==> src/rtl/alu_issue.sv <==
// alu_issue: two-stage RV32I OP/OP-IMM issue pipeline.
// S1 decodes an accepted instruction into op/rv1/rv2 for an external
// combinational ALU; S2 captures that ALU's result (rvout) and presents it
// on the res_* interface. Illegal instructions travel the same path as
// zeroed bubbles flagged by res_illegal, so results retire in order.
//
// Handshake rule (both in_* and res_* sides): a transfer happens on a rising
// clk edge where valid and ready are both high; a producer holding valid
// keeps its payload stable until that edge; ready may depend combinationally
// on the consumer side (in_ready follows res_ready in the same cycle).
module alu_issue (
   input  logic        clk,
   input  logic        resetn,
   input  logic        in_valid,
   output logic        in_ready,
   input  logic [31:0] instr,
   input  logic [31:0] rs1_val,
   input  logic [31:0] rs2_val,
   output logic [5:0]  op,
   output logic [31:0] rv1,
   output logic [31:0] rv2,
   input  logic [31:0] rvout,
   output logic        res_valid,
   input  logic        res_ready,
   output logic [31:0] res_data,
   output logic [4:0]  res_rd,
   output logic        res_illegal,
   output logic [15:0] retired
);

   localparam logic [6:0] OPC_OP     = 7'b0110011;
   localparam logic [6:0] OPC_OP_IMM = 7'b0010011;
   localparam logic [6:0] F7_BASE    = 7'b0000000;
   localparam logic [6:0] F7_ALT     = 7'b0100000;

   logic [6:0]  opcode;
   logic [2:0]  funct3;
   logic [6:0]  funct7;
   logic [5:0]  dec_op;
   logic [31:0] dec_rv1;
   logic [31:0] dec_rv2;
   logic        dec_illegal;

   logic        s1_valid;
   logic [4:0]  s1_rd;
   logic        s1_illegal;
   logic        s2_valid;

   logic        accept;
   logic        consume;
   logic        s2_load;

   // Register-index fields are resolved by whoever supplies rs1_val/rs2_val.
   logic        unused_rs_fields;
   assign unused_rs_fields = ^instr[19:15];

   assign opcode = instr[6:0];
   assign funct3 = instr[14:12];
   assign funct7 = instr[31:25];

   assign res_valid = s2_valid;
   assign consume   = s2_valid & res_ready;
   assign s2_load   = s1_valid & (~s2_valid | res_ready);
   assign in_ready  = ~s1_valid | s2_load;
   assign accept    = in_valid & in_ready;

   // Decode: op = {0, alt, r_type, funct3}; illegal words decode to all-zero.
   always_comb begin
      dec_illegal = 1'b1;
      dec_op      = 6'b000000;
      dec_rv1     = 32'h0;
      dec_rv2     = 32'h0;
      case (opcode)
         OPC_OP: begin
            if (funct7 == F7_BASE ||
                (funct7 == F7_ALT && (funct3 == 3'b000 || funct3 == 3'b101))) begin
               dec_illegal = 1'b0;
               dec_op      = {1'b0, instr[30], 1'b1, funct3};
               dec_rv1     = rs1_val;
               dec_rv2     = rs2_val;
            end
         end
         OPC_OP_IMM: begin
            dec_illegal = 1'b0;
            if (funct3 == 3'b001 && funct7 != F7_BASE)
               dec_illegal = 1'b1;
            if (funct3 == 3'b101 && funct7 != F7_BASE && funct7 != F7_ALT)
               dec_illegal = 1'b1;
            if (!dec_illegal) begin
               dec_op  = {1'b0, (funct3 == 3'b101) ? instr[30] : 1'b0, 1'b0, funct3};
               dec_rv1 = rs1_val;
               dec_rv2 = {{20{instr[31]}}, instr[31:20]};
            end
         end
         default: ;
      endcase
   end

   // S1: load on accept, otherwise empty out when S2 takes the entry.
   always_ff @(posedge clk or negedge resetn) begin
      if (!resetn) begin
         s1_valid   <= 1'b0;
         op         <= 6'b000000;
         rv1        <= 32'h0;
         rv2        <= 32'h0;
         s1_rd      <= 5'd0;
         s1_illegal <= 1'b0;
      end else if (accept) begin
         s1_valid   <= 1'b1;
         op         <= dec_op;
         rv1        <= dec_rv1;
         rv2        <= dec_rv2;
         s1_rd      <= instr[11:7];
         s1_illegal <= dec_illegal;
      end else if (s2_load) begin
         s1_valid   <= 1'b0;
      end
   end

   // S2: capture the ALU result for the S1 entry, or drain on consume.
   always_ff @(posedge clk or negedge resetn) begin
      if (!resetn) begin
         s2_valid    <= 1'b0;
         res_data    <= 32'h0;
         res_rd      <= 5'd0;
         res_illegal <= 1'b0;
      end else if (s2_load) begin
         s2_valid    <= 1'b1;
         res_data    <= s1_illegal ? 32'h0 : rvout;
         res_rd      <= s1_rd;
         res_illegal <= s1_illegal;
      end else if (consume) begin
         s2_valid    <= 1'b0;
      end
   end

   // Retired-result counter, free-running wrap at 16 bits.
   always_ff @(posedge clk or negedge resetn) begin
      if (!resetn)
         retired <= 16'h0000;
      else if (consume)
         retired <= retired + 16'h0001;
   end

endmodule

==> config.mk <==
export PLATFORM = sky130hd
export DESIGN_NAME = alu_issue
export DESIGN_NICKNAME = d
export VERILOG_FILES = /design/src/rtl/alu_issue.sv
export SDC_FILE = /design/constraint.sdc
export NUM_CORES = 1
export LEC_CHECK = 0
export CAP_MARGIN = 25
export CELL_PAD_IN_SITES_DETAIL_PLACEMENT = 1
export CELL_PAD_IN_SITES_GLOBAL_PLACEMENT = 2
export CORE_ASPECT_RATIO = 1.75
export CORE_MARGIN = 8
export CORE_UTILIZATION = 22
export DETAILED_ROUTE_END_ITERATION = 6
export PLACE_DENSITY_LB_ADDON = 0.08
export SYNTH_ARGS = -nofsm -noshare
export SYNTH_HDL_FRONTEND = slang
export SYNTH_SLANG_ARGS = --single-unit
==> constraint.sdc <==
create_clock -name clk -period 1.8 [get_ports clk]
set_input_delay 0.36 -clock clk [delete_from_list [all_inputs] [get_ports clk]]
set_output_delay 0.36 -clock clk [all_outputs]
set_load 0.05 [all_outputs]
==> results of run 1 <==
[logic make-up after synthesis]
group | Yosys count | synth area share, %
AO/OA/AOI/OAI | 107 | 13.3
flip-flops | 131 | 59.2
adder cells (fa/ha/maj) | 1 | 0.226
buffers and inverters | 36 | 3.00
XOR/XNOR | 16 | 2.53
AND/OR/NAND/NOR | 227 | 20.3
multiplexers | 7 | 1.42
other | 1 | 0.0677
[state kept, by name, indices dropped and copies added, names as in the netlist]
| signal | count |
|---|---|
| s1_valid | 1 |
| op | 5 |
| s1_illegal | 1 |
| res_rd | 5 |
| res_illegal | 1 |
| retired | 16 |
| res_valid | 1 |
| rv1 | 32 |
| rv2 | 32 |
| res_data | 32 |
| s1_rd | 5 |
[routing by layer]
layer	global-route usage (%)	wire (um)
met3	4.92	1550
met2	24.8	11300
met1	14.9	8020
met4	6.44	444
met5	0	8
[worst reg2reg max path: stages, from the launching register on]
cell	delay, ns
dfrtp_1	0.37
nand3b_1	0.20
nor4b_4	0.21
and4bb_4	0.23
buf_12	0.13
buf_16	0.14
a211o_2	0.26
[synthesized netlist by cell type (all sizes together)]
cell / count / area (sq um)
and4bb: 1 / 12.5
nand2: 129 / 484
xnor2: 11 / 96.3
a211o: 21 / 209
and2: 34 / 213
nand4: 3 / 18.8
a21o: 1 / 7.51
mux2: 7 / 78.8
buf: 9 / 62.6
conb: 1 / 3.75
o22ai: 1 / 6.26
nor4: 1 / 6.26
o21ai: 67 / 335
nand3b: 1 / 7.51
nor4b: 1 / 23.8
nor2b: 1 / 6.26
nor3b: 1 / 12.5
and3: 2 / 12.5
a221o: 11 / 110
and4: 2 / 17.5
o31ai: 1 / 7.51
xor2: 5 / 43.8
or4: 1 / 11.3
nor2: 4 / 15.0
dfrtp: 131 / 3280
or2: 2 / 12.5
o22a: 1 / 8.76
nand3: 5 / 25.0
a2bb2oi: 1 / 15.0
o311a: 1 / 21.3
nor3: 2 / 10.0
inv: 3 / 11.3
nand2b: 36 / 225
a41oi: 1 / 8.76
clkbuf: 24 / 92.6
ha: 1 / 12.5
a21oi: 1 / 5.00
nand4bb: 1 / 11.3
[where the power goes]
part / internal [W] / switching (W)
Clock: 0.00232 / 0.00126
Combinational: 0.000599 / 0.000805
Sequential: 0.00307 / 0.000136
Total: 0.00599 / 0.00220
[through the flow]
| step | area [sq um] | hold slack (ns) | utilization (%) | total power (W) | std cells |
|---|---|---|---|---|---|
| floorplan | 5690 | 0.0644 | - | 0.00393 | 526 |
| global placement | 8410 | 0.303 | 33.6 | 0.00465 | 1100 |
| detailed placement | 8410 | 0.311 | 33.6 | 0.00467 | 1100 |
| CTS | 9120 | 0.140 | 36.4 | 0.00836 | 1135 |
| global route | 9170 | 0.152 | 36.6 | 0.00855 | 1137 |
| finish | 9170 | 0.173 | 36.6 | 0.00819 | 1137 |
[path summary, 6_finish.rpt]
path / end / cells past startpoint / slack (ns) / from
setup / recovery: rv2[17] / 7 / 0.03 / instr[26]
hold / removal: rv2[8] / 2 / 0.17 / instr[28]
setup reg to reg: rv2[17] / 6 / 0.15 / s1_valid
hold reg to reg: s1_rd[3] / 2 / 0.47 / s1_rd[3]
max in group asynchronous: rv1[20] / 3 / 0.76 / resetn
min in group asynchronous: retired[15] / 2 / 0.42 / resetn
[what timing repair did]
| item | 4_1_cts | 5_1_grt |
|---|---|---|
| setup endpoints to repair | 68 | 16 |
| pin swaps | 3 | 2 |
| hold endpoints to repair | 36 | 0 |
| setup buffers | 1 | 2 |
| hold buffers | 1 | 0 |
| resized for setup | 22 | 6 |
| cloned | 3 | 0 |
[layout make-up]
cell class / instances / share of cell area (%)
well taps: 316 / 4.31
multi-input cells: 360 / 23.7
flip-flops and latches: 131 / 35.8
repair buffers: 297 / 29.5
clock buffers: 27 / 5.92
clock inverters: 3 / 0.709
inverters: 3 / 0.123
==> metrics.md, run 1 <==
| Metric | Value |
|---|---|
| Status | `complete, no violations` |
| Final setup viols | `0` |
| First-pass GRT wire length | `33,100 um` |
| Initial antenna violation count | `1` |
| Total GRT Usage | `14.2%` |
| Worst IR drop on VDD | `593 uV` |
| FMAX | `0.564 GHz` |
| Minimum clock period | `1.77 ns` |
| Synthesized cell area | `5540 sq um` |
| Unrepaired setup endpoints after global routing | `no` |
| Critical Path Max Stage Delay | `0.53 ns` |
| # IOs | `258` |
| Sequential fraction of the synthesis area | `59.2%` |
| Crit-path cells | `buf_4 > or4_4 > o311a_4 > and4bb_4 > buf_12 > buf_16 > a211o_2` |
| Number of port buffers | `251` |
| Setup total negative slack | `0 ns` |
| Period utilisation layout | `98.5%` |
| Worst path bufs/invs | `3` |
| CTS tree | `built` |
| Avg WL per Cell | `18.8 um` |
| Layout Skew | `0.00532 ns` |
| RePlAce Congestion | `0.717` |
| Final HPWL from detailed placement | `15,600 um` |
| Rows | `77` |
| Detailed Routing Iterations Pass 1 | `4` |
| Power per Cell Area | `893 nW/um^2` |
| ANT nets after route | `0` |
| Most common cell after layout, fill and taps aside | `buf_4` |
| Clock-pin slew on the worst setup and hold paths | `0.05 ns` |
| DP Worst Slack | `-0.692 ns` |
| Syn Nets | `659` |
| Crit path max-delay family | `simple AND/OR/NAND/NOR gates` |
| Syn. warnings | `0` |
| Share of post-route cells with drive strength above 1 | `29.8%` |
| Multi-input combinational cell area | `2170 sq um` |
| Number of global-route vias before repair | `5,684` |
| Starting Density | `22.1%` |
| Max Cap Viol | `0` |
| Crit Path Class | `in -> reg` |
| Clock latency at the later pin of the worst-skew pair | `0.43 ns` |
| TritonCTS Sinks | `131` |
| CP endpoint kind | `flip-flop` |
| WL final | `21,300 um` |
| Chip width | `136 um` |
| Max Slew Vio Count | `0` |
| Nets | `943` |
| Post-synth cell types | `43` |
| Crit path max fanout | `10` |
| Avg Synthesized Cell Area | `10.5 sq um` |
| # diodes | `0` |
| # fillers | `2,813` |
| DRC Markers | `0` |
| Path type of the worst min-delay path | `in -> reg` |
| Die ar. | `30,700 sq um` |
| Num CTS Buffers | `17` |
| CORE AREA | `25,000 sq um` |
| Largest net degree at the start of global routing | `40` |
| Worst-Margin Slew | `0.575 ns` |
| Crit path required time | `2.17 ns` |
| Chip height | `226 um` |
| Vias per inst | `4.34` |
| Remaining Overflow, GRT | `0` |
| DR vias | `4,935` |
| DR iter-0 viols | `135` |
| Hold Vio Cnt, Final | `0` |
| Static Leak | `4.36 nW` |
| Relative slew slack | `61.5%` |
| Clock buffer depth | `2` |
| Most frequent cells in the layout | `158 x buf_4, 130 x dfrtp_1, 126 x nand2_1` |
| Reg area | `3280 sq um` |
| #FFs+latches synth | `131` |
| H-tree depth | `4` |
| Layout Area Growth over Synthesis | `65.6%` |
| Fin worst setup slack | `0.0266 ns` |
| Startpoint Class | `input pin` |
| Root Driver | `clkbuf_16` |
| Critical path arrival | `2.14 ns` |
| Slowest cell on crit path | `or4_4` |
| Mapped Cells | `526` |
No activity file was read; power rests on OpenSTA's default activity.
==> run 2, diff against run 1 <==
--- a/config.mk
+++ b/config.mk
@@ -9,7 +9,6 @@
 export CELL_PAD_IN_SITES_DETAIL_PLACEMENT = 1
 export CELL_PAD_IN_SITES_GLOBAL_PLACEMENT = 2
 export CORE_ASPECT_RATIO = 1.75
-export CORE_MARGIN = 8
 export CORE_UTILIZATION = 22
 export DETAILED_ROUTE_END_ITERATION = 6
 export PLACE_DENSITY_LB_ADDON = 0.08
==> metrics.md, run 2 (synthesis results as in run 1) <==
| Metric | Value |
|---|---|
| Starting Density | `22.5% (was 22.1%)` |
| RR Startpoint | `s1_valid (unchanged)` |
| Max Slew Vio Count | `0 (unchanged)` |
| Avg WL per Cell | `17.4 um (was 18.8 um)` |
| Total GRT Usage | `16.3% (was 14.2%)` |
| FMAX | `0.564 GHz (about the same)` |
| Static Leak | `4.42 nW (was 4.36 nW)` |
| H-tree depth | `4 (unchanged)` |
| Slowest cell on crit path | `or4_4 (unchanged)` |
| Detailed Routing Iterations Pass 1 | `4 (unchanged)` |
| Switching power | `0.00227 W (was 0.00220 W)` |
| Worst hold slack | `0.152 ns (was 0.173 ns)` |
| Clock-pin slew on the worst setup and hold paths | `0.06 ns (was 0.05 ns)` |
| Largest registers | `res_data (32), rv1 (32), rv2 (32) (unchanged)` |
| Nets | `954 (was 943)` |
| Remaining Overflow, GRT | `0 (unchanged)` |
| Clock buffer depth | `2 (unchanged)` |
| Most frequent cells in the layout | `166 x buf_4, 130 x dfrtp_1, 126 x nand2_1 (was 158 x buf_4, 130 x dfrtp_1, 126 x nand2_1)` |
| Number of port buffers | `251 (unchanged)` |
| Path type of the worst min-delay path | `in -> reg (unchanged)` |
| Clock power share | `43.2% (was 43.7%)` |
| Sw frac | `27.8% (was 26.9%)` |
| Max Cap Viol | `0 (unchanged)` |
| Largest net degree at the start of global routing | `44 (was 40)` |
| Root Driver | `clkbuf_16 (unchanged)` |
| Seq pwr share | `39.2% (about the same)` |
| Critical Path Max Stage Delay | `0.54 ns (was 0.53 ns)` |
| ANT nets after route | `0 (unchanged)` |
| Final HPWL from detailed placement | `14,200 um (was 15,600 um)` |
| Placed cell count | `1,098 (was 1,100)` |
| Final setup viols | `0 (unchanged)` |
| First-pass GRT wire length | `31,200 um (was 33,100 um)` |
| RePlAce Congestion | `0.722 (was 0.717)` |
| Crit path max-delay family | `compound AO/OA/AOI/OAI gates (was simple AND/OR/NAND/NOR gates)` |
| Worst path bufs/invs | `4 (was 3)` |
| Die ar. | `25,800 sq um (was 30,700 sq um)` |
| Chip height | `212 um (was 226 um)` |
| Chip width | `122 um (was 136 um)` |
| Num CTS Buffers | `17 (unchanged)` |
| Crit path max fanout | `18 (was 10)` |
| # IOs | `258 (unchanged)` |
| DR vias | `4,953 (was 4,935)` |
| Pint | `0.00588 W (was 0.00599 W)` |
| Worst hold path depth | `2 (unchanged)` |
| TritonCTS Sinks | `131 (unchanged)` |
| Crit Path Class | `in -> reg (unchanged)` |
| Reg-to-reg endpoint | `rv2[2] (was rv2[17])` |
| Startpoint Class | `input pin (unchanged)` |
| Pwr Total | `0.00815 W (was 0.00819 W)` |
| CTS tree | `built (unchanged)` |
| Logic pwr share | `17.6% (was 17.1%)` |
| Hold Vio Cnt, Final | `0 (unchanged)` |
| Share of post-route cells with drive strength above 1 | `31.8% (was 29.8%)` |
| Number of global-route vias before repair | `5,531 (was 5,684)` |
| Initial antenna violation count | `0 (was 1)` |
| # diodes | `0 (unchanged)` |
| Status | `complete, no violations (unchanged)` |
| CORE AREA | `24,600 sq um (was 25,000 sq um)` |
| Clock latency at the later pin of the worst-skew pair | `0.44 ns (was 0.43 ns)` |
| Layout Skew | `0.00426 ns (was 0.00532 ns)` |
| Power per Cell Area | `876 nW/um^2 (was 893 nW/um^2)` |
| Non-filler instance count after layout | `1,146 (was 1,137)` |
| Period utilisation layout | `98.5% (about the same)` |
| Worst Reg2Reg Path Length in Cells | `6 (unchanged)` |
| CP endpoint kind | `flip-flop (unchanged)` |
| WL final | `20,000 um (was 21,300 um)` |
| Critical path arrival | `2.13 ns (was 2.14 ns)` |
| Crit path required time | `2.16 ns (was 2.17 ns)` |
| Most common cell after layout, fill and taps aside | `buf_4 (unchanged)` |
| DR iter-0 viols | `134 (was 135)` |
| Minimum clock period | `1.77 ns (about the same)` |
| Crit-path cells | `buf_2 > or4_4 > o311a_4 > buf_4 > buf_12 > a2bb2oi_4 > buf_12 > o21ai_1 (was buf_4 > or4_4 > o311a_4 > and4bb_4 > buf_12 > buf_16 > a211o_2)` |
| Hold Crit Start | `instr[26] (was instr[28])` |
| Cell mode on critical path | `buf_12` |
| DRC Markers | `0 (unchanged)` |
| Rows | `76 (was 77)` |
| Layout Area Growth over Synthesis | `67.9% (was 65.6%)` |
| Vias per inst | `4.32 (was 4.34)` |
| Worst IR drop on VDD | `547 uV (was 593 uV)` |
| Hold endpoint | `rv2[6] (was rv2[8])` |
| Flop-to-flop setup slack | `0.12 ns (was 0.15 ns)` |
-- run 2: final cells by class --
cell class / count / area [sq um]
Timing Repair Buffer: 307 / 2810
Multi-Input combinational cell: 361 / 2220
Inverter: 3 / 11.3
Fill cell: 2794 / 15300
Clock buffer: 21 / 450
Tap cell: 312 / 390
Clock inverter: 11 / 135
Sequential cell: 131 / 3280
-- run 2: power groups by stage --
stage	clock network, W	logic (W)	registers (W)
2_1_floorplan	0	0.000328	0.00360
3_3_place_gp	0	0.00139	0.00324
3_5_place_dp	0	0.00141	0.00326
4_1_cts	0.00367	0.00144	0.00320
5_1_grt	0.00380	0.00154	0.00322
6_report	0.00352	0.00143	0.00320
-- run 2: how the worst max path moves through the flow --
stage                          from       to  slack [ns]  depth (start not counted)
after global placement    instr[25]  rv2[16]       -0.60                          6
after global routing      instr[28]  rv1[13]      -0.005                          8
final                     instr[25]   rv1[8]        0.03                          8
after detailed placement  instr[14]   rv1[8]       -0.69                          6
after floorplan           res_valid  rv2[10]       -0.51                          7
after CTS                 instr[30]   rv1[8]       0.008                          7
-- run 2: through the flow --
stage	worst slack (ns)	TNS [ns]	area, sq um	utilization [%]
after global routing	-0.00522	-0.00998	9300	37.8
after CTS	0.00806	0	9240	37.5
after global placement	-0.595	-40.08	8420	34.2
final	0.0277	0	9300	37.8
after floorplan	-0.513	-23.62	5690	-
after detailed placement	-0.695	-44.00	8420	34.2
-- run 2: routing by layer --
metal	vias up	track usage, %	routed length [um]
met5	-	0	0
met4	0	6.64	389
met3	20	4.71	1220
met2	164	28.9	10800
met1	2412	17.9	7610
li1	2357	-	-
-- run 2: what timing repair did --
action,4_1_cts,5_1_grt
buffers inserted,8,3
endpoints found under the hold margin,32,0
gates cloned,4,1
resized for setup,23,11
pin swaps,7,3
setup endpoints to repair,67,44
hold buffers,1,0
